`src/rtl/fetch_pkg.sv`:
```
// Shared types and constants for the instruction fetch front end.
// The HALT state only exists when FETCH_HALT_EN is defined.
package fetch_pkg;

    localparam int unsigned          INSTR_W    = 32;
    localparam logic [INSTR_W-1:0]   PC_STEP    = 32'd4;
    // csrrwi x0, 0, 31: program-end marker
    localparam logic [INSTR_W-1:0]   HALT_INSTR = 32'h000F_D073;

`ifdef FETCH_HALT_EN
    typedef enum logic [1:0] {StWaitLoad, StRun, StHalt} fetch_state_e;
`else
    typedef enum logic [1:0] {StWaitLoad, StRun} fetch_state_e;
`endif

    typedef struct packed {
        logic [INSTR_W-1:0] pc;
        logic [INSTR_W-1:0] instr;
    } fetch_entry_t;

endpackage

```
`src/rtl/fetch_fifo.sv`:
```
// Small synchronous FIFO of {pc, instr} between fetch and decode.
// Flush wins over push; a push while full is accepted only with a pop.
module fetch_fifo
    import fetch_pkg::*;
#(
    parameter int unsigned DEPTH = 2
) (
    input  logic                   clk,
    input  logic                   rstn,
    input  logic                   push,
    input  logic [INSTR_W-1:0]     push_pc,
    input  logic [INSTR_W-1:0]     push_instr,
    input  logic                   pop,
    input  logic                   flush,
    output logic                   full,
    output logic                   empty,
    output logic [$clog2(DEPTH):0] count,
    output logic [INSTR_W-1:0]     head_pc,
    output logic [INSTR_W-1:0]     head_instr
);

    localparam int unsigned PtrW = $clog2(DEPTH);
    localparam int unsigned CntW = PtrW + 1;

    fetch_entry_t    mem_q [DEPTH];
    fetch_entry_t    head;
    logic [PtrW-1:0] wr_ptr_q, rd_ptr_q;
    logic [CntW-1:0] count_q;
    logic            do_push, do_pop;

    assign full    = (count_q == CntW'(DEPTH));
    assign empty   = (count_q == '0);
    assign count   = count_q;
    assign do_pop  = pop & ~empty;
    assign do_push = push & (~full | do_pop);

    assign head       = mem_q[rd_ptr_q];
    assign head_pc    = head.pc;
    assign head_instr = head.instr;

    // Storage, pointers and occupancy; flush empties without touching storage.
    always_ff @(posedge clk or negedge rstn) begin
        if (!rstn) begin
            wr_ptr_q <= '0;
            rd_ptr_q <= '0;
            count_q  <= '0;
            for (int i = 0; i < int'(DEPTH); i++) begin
                mem_q[i] <= '0;
            end
        end else if (flush) begin
            wr_ptr_q <= '0;
            rd_ptr_q <= '0;
            count_q  <= '0;
        end else begin
            if (do_push) begin
                mem_q[wr_ptr_q] <= '{pc: push_pc, instr: push_instr};
                wr_ptr_q        <= wr_ptr_q + 1'b1;
            end
            if (do_pop) begin
                rd_ptr_q <= rd_ptr_q + 1'b1;
            end
            count_q <= count_q + CntW'(do_push) - CntW'(do_pop);
        end
    end

endmodule

```
`src/rtl/instr_fetch.sv`:
```
// Instruction fetch front end: waits for the loader, streams sequential reads
// from RESET_PC into a small FIFO, and handles PC redirects.
// Optional feature macro: FETCH_HALT_EN (stop fetching on the halt marker).
module instr_fetch
    import fetch_pkg::*;
#(
    parameter logic [31:0] RESET_PC = 32'h0,
    parameter int unsigned DEPTH    = 2
) (
    input  logic        clk,
    input  logic        rstn,
    input  logic        load_done,
    output logic        imem_re,
    output logic [31:0] imem_addr,
    input  logic [31:0] imem_rdata,
    input  logic        redirect_valid,
    input  logic [31:0] redirect_pc,
    output logic        out_valid,
    input  logic        out_ready,
    output logic [31:0] out_instr,
    output logic [31:0] out_pc,
    output logic        halted
);

    localparam int unsigned       CntW         = $clog2(DEPTH) + 1;
    localparam int unsigned       OccW         = CntW + 1;
    localparam logic [INSTR_W-1:0] ResetPcAlign = RESET_PC & ~32'h3;

    fetch_state_e       state_q, state_d;
    logic [INSTR_W-1:0] pc_q, pc_d;
    logic               inflight_q;
    logic [INSTR_W-1:0] inflight_pc_q;
    logic               redirect_take, pop, fifo_push, fifo_full, fifo_empty;
    logic               halt_hit, space_ok;
    logic [CntW-1:0]    fifo_count;
    logic [OccW-1:0]    occupancy;
    logic               unused_full;

    assign out_valid     = ~fifo_empty;
    assign pop           = out_valid & out_ready;
    assign redirect_take = redirect_valid & (state_q != StWaitLoad);
    // A response arriving in a redirect cycle belongs to the old path.
    assign fifo_push     = inflight_q & ~redirect_take;
    assign imem_addr     = pc_q;
    assign unused_full   = fifo_full;

`ifdef FETCH_HALT_EN
    assign halt_hit = fifo_push & (imem_rdata == HALT_INSTR);
`else
    assign halt_hit = 1'b0;
`endif

    // Entries that will occupy the FIFO after this edge, before any new issue.
    assign occupancy = OccW'(fifo_count) + OccW'(inflight_q) - OccW'(pop);
    assign space_ok  = (occupancy < OccW'(DEPTH));

    // FSM state register.
    always_ff @(posedge clk or negedge rstn) begin
        if (!rstn) begin
            state_q <= StWaitLoad;
        end else begin
            state_q <= state_d;
        end
    end

    // FSM next-state logic.
    always_comb begin
        state_d = state_q;
        case (state_q)
            StWaitLoad: if (load_done) state_d = StRun;
            StRun: begin
`ifdef FETCH_HALT_EN
                if (halt_hit) state_d = StHalt;
`endif
            end
`ifdef FETCH_HALT_EN
            StHalt: if (redirect_take) state_d = StRun;
`endif
            default: state_d = StWaitLoad;
        endcase
    end

    // FSM outputs: read strobe and halt indication.
    always_comb begin
        imem_re = 1'b0;
        halted  = 1'b0;
        if ((state_q == StRun) && !redirect_take && !halt_hit && space_ok) begin
            imem_re = 1'b1;
        end
`ifdef FETCH_HALT_EN
        halted = (state_q == StHalt);
`endif
    end

    // Fetch PC: redirect target, else advance on each issued read.
    always_comb begin
        pc_d = pc_q;
        if (redirect_take) begin
            pc_d = redirect_pc & ~32'h3;
        end else if (imem_re) begin
            pc_d = pc_q + PC_STEP;
        end
    end

    // PC and single outstanding-read tracking.
    always_ff @(posedge clk or negedge rstn) begin
        if (!rstn) begin
            pc_q          <= ResetPcAlign;
            inflight_q    <= 1'b0;
            inflight_pc_q <= '0;
        end else begin
            pc_q       <= pc_d;
            inflight_q <= imem_re;
            if (imem_re) begin
                inflight_pc_q <= pc_q;
            end
        end
    end

    fetch_fifo #(
        .DEPTH (DEPTH)
    ) u_fifo (
        .clk        (clk),
        .rstn       (rstn),
        .push       (fifo_push),
        .push_pc    (inflight_pc_q),
        .push_instr (imem_rdata),
        .pop        (pop),
        .flush      (redirect_take),
        .full       (fifo_full),
        .empty      (fifo_empty),
        .count      (fifo_count),
        .head_pc    (out_pc),
        .head_instr (out_instr)
    );

endmodule

```
`config.mk`:
```
export PLATFORM = sky130hd
export DESIGN_NAME = instr_fetch
export DESIGN_NICKNAME = d
export VERILOG_FILES = /design/src/rtl/fetch_pkg.sv /design/src/rtl/fetch_fifo.sv /design/src/rtl/instr_fetch.sv
export SDC_FILE = /design/constraint.sdc
export NUM_CORES = 1
export LEC_CHECK = 0
export CAP_MARGIN = 20
export CELL_PAD_IN_SITES_DETAIL_PLACEMENT = 0
export CELL_PAD_IN_SITES_GLOBAL_PLACEMENT = 1
export CORE_MARGIN = 10
export CORE_UTILIZATION = 39
export CTS_BUF_LIST = sky130_fd_sc_hd__clkbuf_4
export DETAILED_ROUTE_END_ITERATION = 7
export PLACE_DENSITY_LB_ADDON = 0.1
export SLEW_MARGIN = 25
export SYNTH_ARGS = -nofsm -noshare
export SYNTH_HDL_FRONTEND = slang
export SYNTH_SLANG_ARGS = --single-unit
```
`constraint.sdc`:
```
create_clock -name clk -period 3.5 [get_ports clk]
set_input_delay 0.875 -clock clk [delete_from_list [all_inputs] [get_ports clk]]
set_output_delay 0.875 -clock clk [all_outputs]
set_load 0.01 [all_outputs]
```
# --- Word-level counts from Yosys, hierarchy flattened ---
# Cells that the tools add are included.
classes:
  bitwise: 12
  order_cmp: 4
  n_shift: 0
  n_div: 0
  n_mul: 0
  eq_ne: 3
  n_mux: 16
  n_reduce_logical: 12
  addsub: 7
ops:
  columns: ["op", "count"]
  rows:
  - ["$mux W64", 4]
  - ["$bwmux W128", 1]
  - ["$demux W64 S1", 1]
  - ["$mux W32", 2]
  - ["$add A32 B3 Y32 const B", 1]
  - ["$reduce_bool A2 Y1", 4]
  - ["$and A1 B1 Y1", 5]
  - ["$mux W1", 5]
  - ["$ge A2 B2 Y1 const B", 2]
  - ["$logic_not A2 Y1", 2]
  - ["$mux W2", 2]
  - ["$not A1 Y1", 4]
  - ["$not A1 Y2", 2]
  - ["$pmux W2 S2", 1]
  - ["$reduce_and A2 Y1", 2]
  - ["$add A2 B1 Y3", 1]
  - ["$logic_and A1 B1 Y1", 3]
  - ["$lt A3 B2 Y1 const B", 1]
  - ["$sub A3 B1 Y3", 1]
  - ["$add A1 B1 Y1 const B", 2]
  - ["$add A2 B1 Y2", 1]
  - ["$eq A2 B1 Y1 const B", 1]
  - ["$eq A2 B2 Y1 const B", 1]
  - ["$lt A2 B1 Y1 const B", 1]
  - ["4 further kinds", 4]
word_totals:
  latchBits: 0
  mem_bits_ro: 0
  ramBits: 0
  n_memories: 0
  output_inout_bits: 99
  ff_bits: 199

# --- Logic depth before layout (Yosys ltp) ---
depth:
  word_depth: 9
  ltp_mapped: 14
  mapped_depth_nobuf: 13

# --- By module ---
# From an unflattened synthesis, not the netlist that was laid out.
unflattened:
  cells_unflattened: 722
  area_unflattened_um2: 9130.0
modules_own_cells:
  columns: ["module", "area_per_inst_um2", "n_inst", "cells_each", "seq_area_each_um2"]
  rows:
  - ["fetch_fifo", 5979.5, 1, 365, 3303.2]
  - ["instr_fetch", 3150.5, 1, 357, 1551.5]

# --- Least setup slack after synthesis ---
# OpenSTA, ideal clock, no wires.
synth_timing:
  path_type: "input -> output"
  from: "input port out_ready"
  to: "output port imem_re"
  t_required_ps: 2625
  arrival_time_ps: 2859
  path_buffers: 2
  path_slack_ps: -234
  cell_stages: 10
  path_cell_list: "and2_1 -> ha_1 -> inv_1 -> nand2_1 -> fa_1 -> and3b_1 -> nand2_1 -> inv_1 -> clkbuf_1 -> clkbuf_1"
synth_between:
  elab_chain_len: 5
synth_rtl:
  columns: ["element", "line_no", "rtl"]
  rows:
  - ["start, declared", "instr_fetch.sv:19", "input logic out_ready,"]
  - ["$and A1 B1 Y1", "instr_fetch.sv:40", "assign pop = out_valid & out_ready;"]
  - ["$sub A3 B1 Y3", "instr_fetch.sv:54", "assign occupancy = OccW'(fifo_count) + OccW'(inflight_q) - OccW'(pop);"]
  - ["$lt A3 B2 Y1", "instr_fetch.sv:55", "assign space_ok = (occupancy < OccW'(DEPTH));"]
  - ["$logic_and A1 B1 Y1", "instr_fetch.sv:87", "if ((state_q == StRun) && !redirect_take && !halt_hit && space_ok) begin"]
  - ["$mux W1", "instr_fetch.sv:87", null]
  - ["end, declared", "instr_fetch.sv:13", "output logic imem_re,"]
# Every way passes these cells.

# --- Worst setup path after layout ---
# Ends and elaborated chain as after synthesis.

==> impl_summary.txt <==
----------------------------------------------------
[Run status]
  Result of the run ... completed

[Final layout]
  Design area ... 11000 µm²
  Count of nets after finishing ... 950
  Number of non-filler instances in the completed layout ... 1171
  Area growth, synth to finish ... 27.9%
  End-of-flow core utilization ... 50.5%
  Fraction of layout instances using a drive strength above 1 ... 30.3%

[Timing]
  Crit share post-route ... 99.2%
  Max frequency ... 0.288 GHz
  Final max-slew violation count ... 0
  Slew HR ... 53.6%
  Slew at the pin with the worst max-slew slack ... 696 ps
  Worst clock skew ... 23.5 ps
  Final hold violation count ... 0
  Final setup violation count ... 0
  Setup repair after global routing missed its margin ... true
  Shortest period the worst path allows ... 3470 ps

[Setup path]
  Endpoint of the worst-slack reg-to-reg timing path ... imem_addr[31]
  Buf+Inv Stages, Crit Path ... 4
  Critical path cell sequence ... dlygate4sd2_1 -> and2_4 -> ha_4 -> inv_2 -> nand2_2 -> fa_1 -> and3b_2 -> nand2_2 -> inv_2 -> buf_6
  Highest net fanout along the worst path ... 2
  Gate family responsible for the most delay along the worst path ... adder cells
  Worst R2R Start ... u_fifo.count[1]
  Worst Reg-to-Reg Cells ... 15
  Worst setup EP type ... primary output
  Worst Setup Path Type ... in2out
  Critical-path top delay cell ... sky130_fd_sc_hd__fa_1
  Arrival time worst endpoint ... 2600 ps
  Max incr delay on CP ... 520 ps
  Worst endpoint required time ... 2620 ps
  Register-to-Register Setup Slack ... 180 ps
  Startpoint type of the worst setup path ... primary input

[Placement]
  Cell area after placement ... 10600 µm²
  Number of instances in the placed design ... 1126
  Post-detailed-placement half-perimeter wirelength ... 15.5 mm
  Port Buffers ... 160
  Gpl congestion ... 0.845

[Synth]
  Syn_area_per_cell ... 12.2 µm²
  Async set or reset register ratio after synthesis ... 100%
  Summed instance area of the synthesized netlist ... 8590 µm²
  Multiplexer area fraction after synthesis ... 24.6%
  Fraction of the mapped netlist area in compound gates ... 3.74%
  Cells after synthesis ... 702
  Xor and xnor fraction of the mapped netlist area ... 1.82%
  Top area cells in the synthesized netlist ... sky130_fd_sc_hd__dfrtp_1 (55%), sky130_fd_sc_hd__mux2_2 (24%), sky130_fd_sc_hd__nand2_1 (5.2%)
  Top-area cell type share of the netlist area ... 55.3%
  Count of distinct cell types in the synthesized netlist ... 49
  Dominant combinational cell family by area after synthesis ... multiplexers
  Synthesis-stage register bit count ... 190
  Most used DFF post-synth ... sky130_fd_sc_hd__dfrtp_1
  Cell accounting for the most synthesized area ... sky130_fd_sc_hd__dfrtp_1
  Synthesized-area fraction occupied by and/or/nand/nor cells ... 10.9%
  Number of flops mapped to enable cells by yosys ... 0
  Yosys warning count ... 0
  Adder-Cell Fraction of Synth Area ... 0.815%
  Sequential area share after synthesis ... 55.3%

[Global route]
  Wire length of the first global-routing pass ... 35.9 mm
  Initial antenna violation count ... 1
  Combined global-route utilization of all metal layers ... 15.7%
  Pin count of the biggest net entering global routing ... 83
  Via count of the first global-routing pass ... 6436
  Remaining global-route overflow ... 0

[Routing]
  Length of the first detailed-routing pass in iterations ... 5
  Initial drt markers ... 400
  Total Routed Length ... 22.0 mm
  Number of antenna-violating nets in the routed design ... 0
  WL/cell ... 18.8 µm
  Vias per cell ... 5.12
  Residual DRC count ... 0
  Vias post-DR ... 5999

[Clocking]
  Clock tree root driver cell ... sky130_fd_sc_hd__clkbuf_4
  Clock buffer count from CTS ... 17
  Clock tree from TritonCTS ... yes
  Clock insertion delay at the later pin of the skew report ... 580 ps
  Clock Pin Slew Worst Setup and Hold Paths ... 170 ps
  Clock sink count ... 190
  Cts-stage hold buffer count ... 0
  CTS max path bufs ... 2
  Number of levels in the clock H-tree ... 4

[Pwr]
  Ratio of total power to cell area ... 834 nW/µm²
  Internal power consumption ... 5970 µW
  Power consumption ... 9170 µW
  Net switching component of the power ... 3200 µW
  Maximum ir drop on the vdd rail ... 0.000303 V
  Part of the power in the clock network ... 13.1%
  Sequential Power Share ... 41.7%
  Switching share of total power ... 34.9%
  Combinational power share ... 45.2%
  Static leakage power ... 0.00480 µW

[Die]
  # IOs ... 168
  Horizontal die dimension ... 168 µm
  Floorplan die height ... 168 µm
  Total Die Area ... 28400 µm²
  Initial Utilization ... 39.5%
  Row count ... 54
  Core area ... 21800 µm²

[Run]
  Max-cap violations ... 0

[Hold path]
  Min-delay worst type ... in2async

----------------------------------------------------
==> power by group through the flow <==
stage / logic (µW) / registers (µW) / clock network, µW
global placement: 4060 / 3810 / 0
CTS: 4220 / 3820 / 1240
finish: 4150 / 3820 / 1200
floorplan: 2340 / 3630 / 0
detailed placement: 4130 / 3880 / 0
global route: 4530 / 3980 / 1340
==> synth_stat cells, types with 2 or more instances <==
cell type                  number
sky130_fd_sc_hd__mux2_1         7
sky130_fd_sc_hd__buf_2         16
sky130_fd_sc_hd__nor4_1         5
sky130_fd_sc_hd__o311ai_0       4
sky130_fd_sc_hd__a22oi_1        3
sky130_fd_sc_hd__mux2_2       181
sky130_fd_sc_hd__a221o_1        2
sky130_fd_sc_hd__nor3_1         5
sky130_fd_sc_hd__and2_1         4
sky130_fd_sc_hd__or2_2          2
sky130_fd_sc_hd__or4_1          3
sky130_fd_sc_hd__clkbuf_1      16
sky130_fd_sc_hd__o21ai_0       21
sky130_fd_sc_hd__a31oi_1        4
sky130_fd_sc_hd__dfrtp_1      190
sky130_fd_sc_hd__xnor2_1       10
sky130_fd_sc_hd__xor2_1         6
sky130_fd_sc_hd__nand3_1       14
sky130_fd_sc_hd__buf_4          7
sky130_fd_sc_hd__nand3_2        2
sky130_fd_sc_hd__or3_1          4
sky130_fd_sc_hd__nor2_1        13
sky130_fd_sc_hd__and3_1         7
sky130_fd_sc_hd__ha_1           4
sky130_fd_sc_hd__buf_1          5
sky130_fd_sc_hd__and4_1         2
sky130_fd_sc_hd__nand4_1       15
sky130_fd_sc_hd__inv_1          7
sky130_fd_sc_hd__o211ai_1       4
sky130_fd_sc_hd__nand2_1      120
==> cell type report <==
cell class / count / area, µm²
Timing Repair Buffer: 195 / 1920
Inverter: 7 / 26.3
Multi-Input combinational cell: 465 / 3660
Tap cell: 280 / 350
Clock inverter: 15 / 151
Clock buffer: 17 / 128
Sequential cell: 190 / 4760
Fill cell: 1938 / 10800
Antenna cell: 2 / 5.00
==> routing by layer <==
metal | up-vias | part of all wire (%) | track usage (%)
li1 | 2811 | - | -
met1 | 2987 | 46 | 21.1
met2 | 178 | 46 | 23.8
met3 | 23 | 7.1 | 5.33
met4 | 0 | 1.3 | 3.82
met5 | - | 0 | 0
==> flip-flops by register name (all words and copies together) (netlist names) <==
signal / count
inflight_q: 1
state_q: 1
inflight_pc_q: 30
imem_addr: 30
u_fifo.count: 2
u_fifo.rd_ptr_q: 1
u_fifo.mem_q: 124
u_fifo.wr_ptr_q: 1
==> how the worst max path moves through the flow <==
stage,startpoint,to,slack (ps),depth (start not counted)
finish,out_ready,imem_re,30,10
global route,u_fifo.count[1],imem_re,-110,11
CTS,u_fifo.count[0],imem_re,-30,11
detailed placement,out_ready,imem_re,-730,10
global placement,out_ready,imem_re,-740,10
floorplan,out_ready,imem_re,20,10
==> layout by cell type (no fill, tap or decap), types with 4 or more instances in the layout <==
cell / n
sky130_fd_sc_hd__a31oi_1: 4
sky130_fd_sc_hd__and3_1: 7
sky130_fd_sc_hd__buf_12: 4
sky130_fd_sc_hd__buf_4: 30
sky130_fd_sc_hd__clkbuf_4: 17
sky130_fd_sc_hd__clkdlybuf4s50_1: 157
sky130_fd_sc_hd__conb_1: 5
sky130_fd_sc_hd__dfrtp_1: 189
sky130_fd_sc_hd__inv_2: 4
sky130_fd_sc_hd__inv_6: 4
sky130_fd_sc_hd__inv_8: 4
sky130_fd_sc_hd__mux2_1: 7
sky130_fd_sc_hd__mux2_2: 181
sky130_fd_sc_hd__nand2_1: 116
sky130_fd_sc_hd__nand3_1: 14
sky130_fd_sc_hd__nand4_1: 15
sky130_fd_sc_hd__nor2_1: 13
sky130_fd_sc_hd__nor3_1: 5
sky130_fd_sc_hd__nor4_1: 5
sky130_fd_sc_hd__o211ai_1: 4
sky130_fd_sc_hd__o21ai_0: 21
sky130_fd_sc_hd__o311ai_0: 4
sky130_fd_sc_hd__or3_1: 4
sky130_fd_sc_hd__xnor2_1: 10
sky130_fd_sc_hd__xor2_1: 6
==> metrics by stage <==
| step | setup slack [ps] | hold WS [ps] | TNS (ps) |
|---|---|---|---|
| 5_1_grt | -115 | 291 | -115 |
| 3_3_place_gp | -740 | 464 | -11170 |
| 3_5_place_dp | -728 | 474 | -10400 |
| 2_1_floorplan | 17.1 | 454 | 0 |
| 4_1_cts | -26.2 | 293 | -26.2 |
| 6_report | 27.4 | 301 | 0 |
==> logic make-up after synthesis <==
family	count (synthesis)
mux	188
simple gates	202
compound gates	48
flops	190
xor+xnor	17
fa+ha+maj	5
buf+inv	51
other cells	1
==> what timing repair did <==
item / 4_1_cts / 5_1_grt
endpoints found under the setup margin: 1 / 1
endpoints found under the hold margin: 0 / 0
gates resized for setup: 13 / 4
pin swaps: 3 / 1
setup buffers: 8 / 3
(Power assumes the default switching activity.)
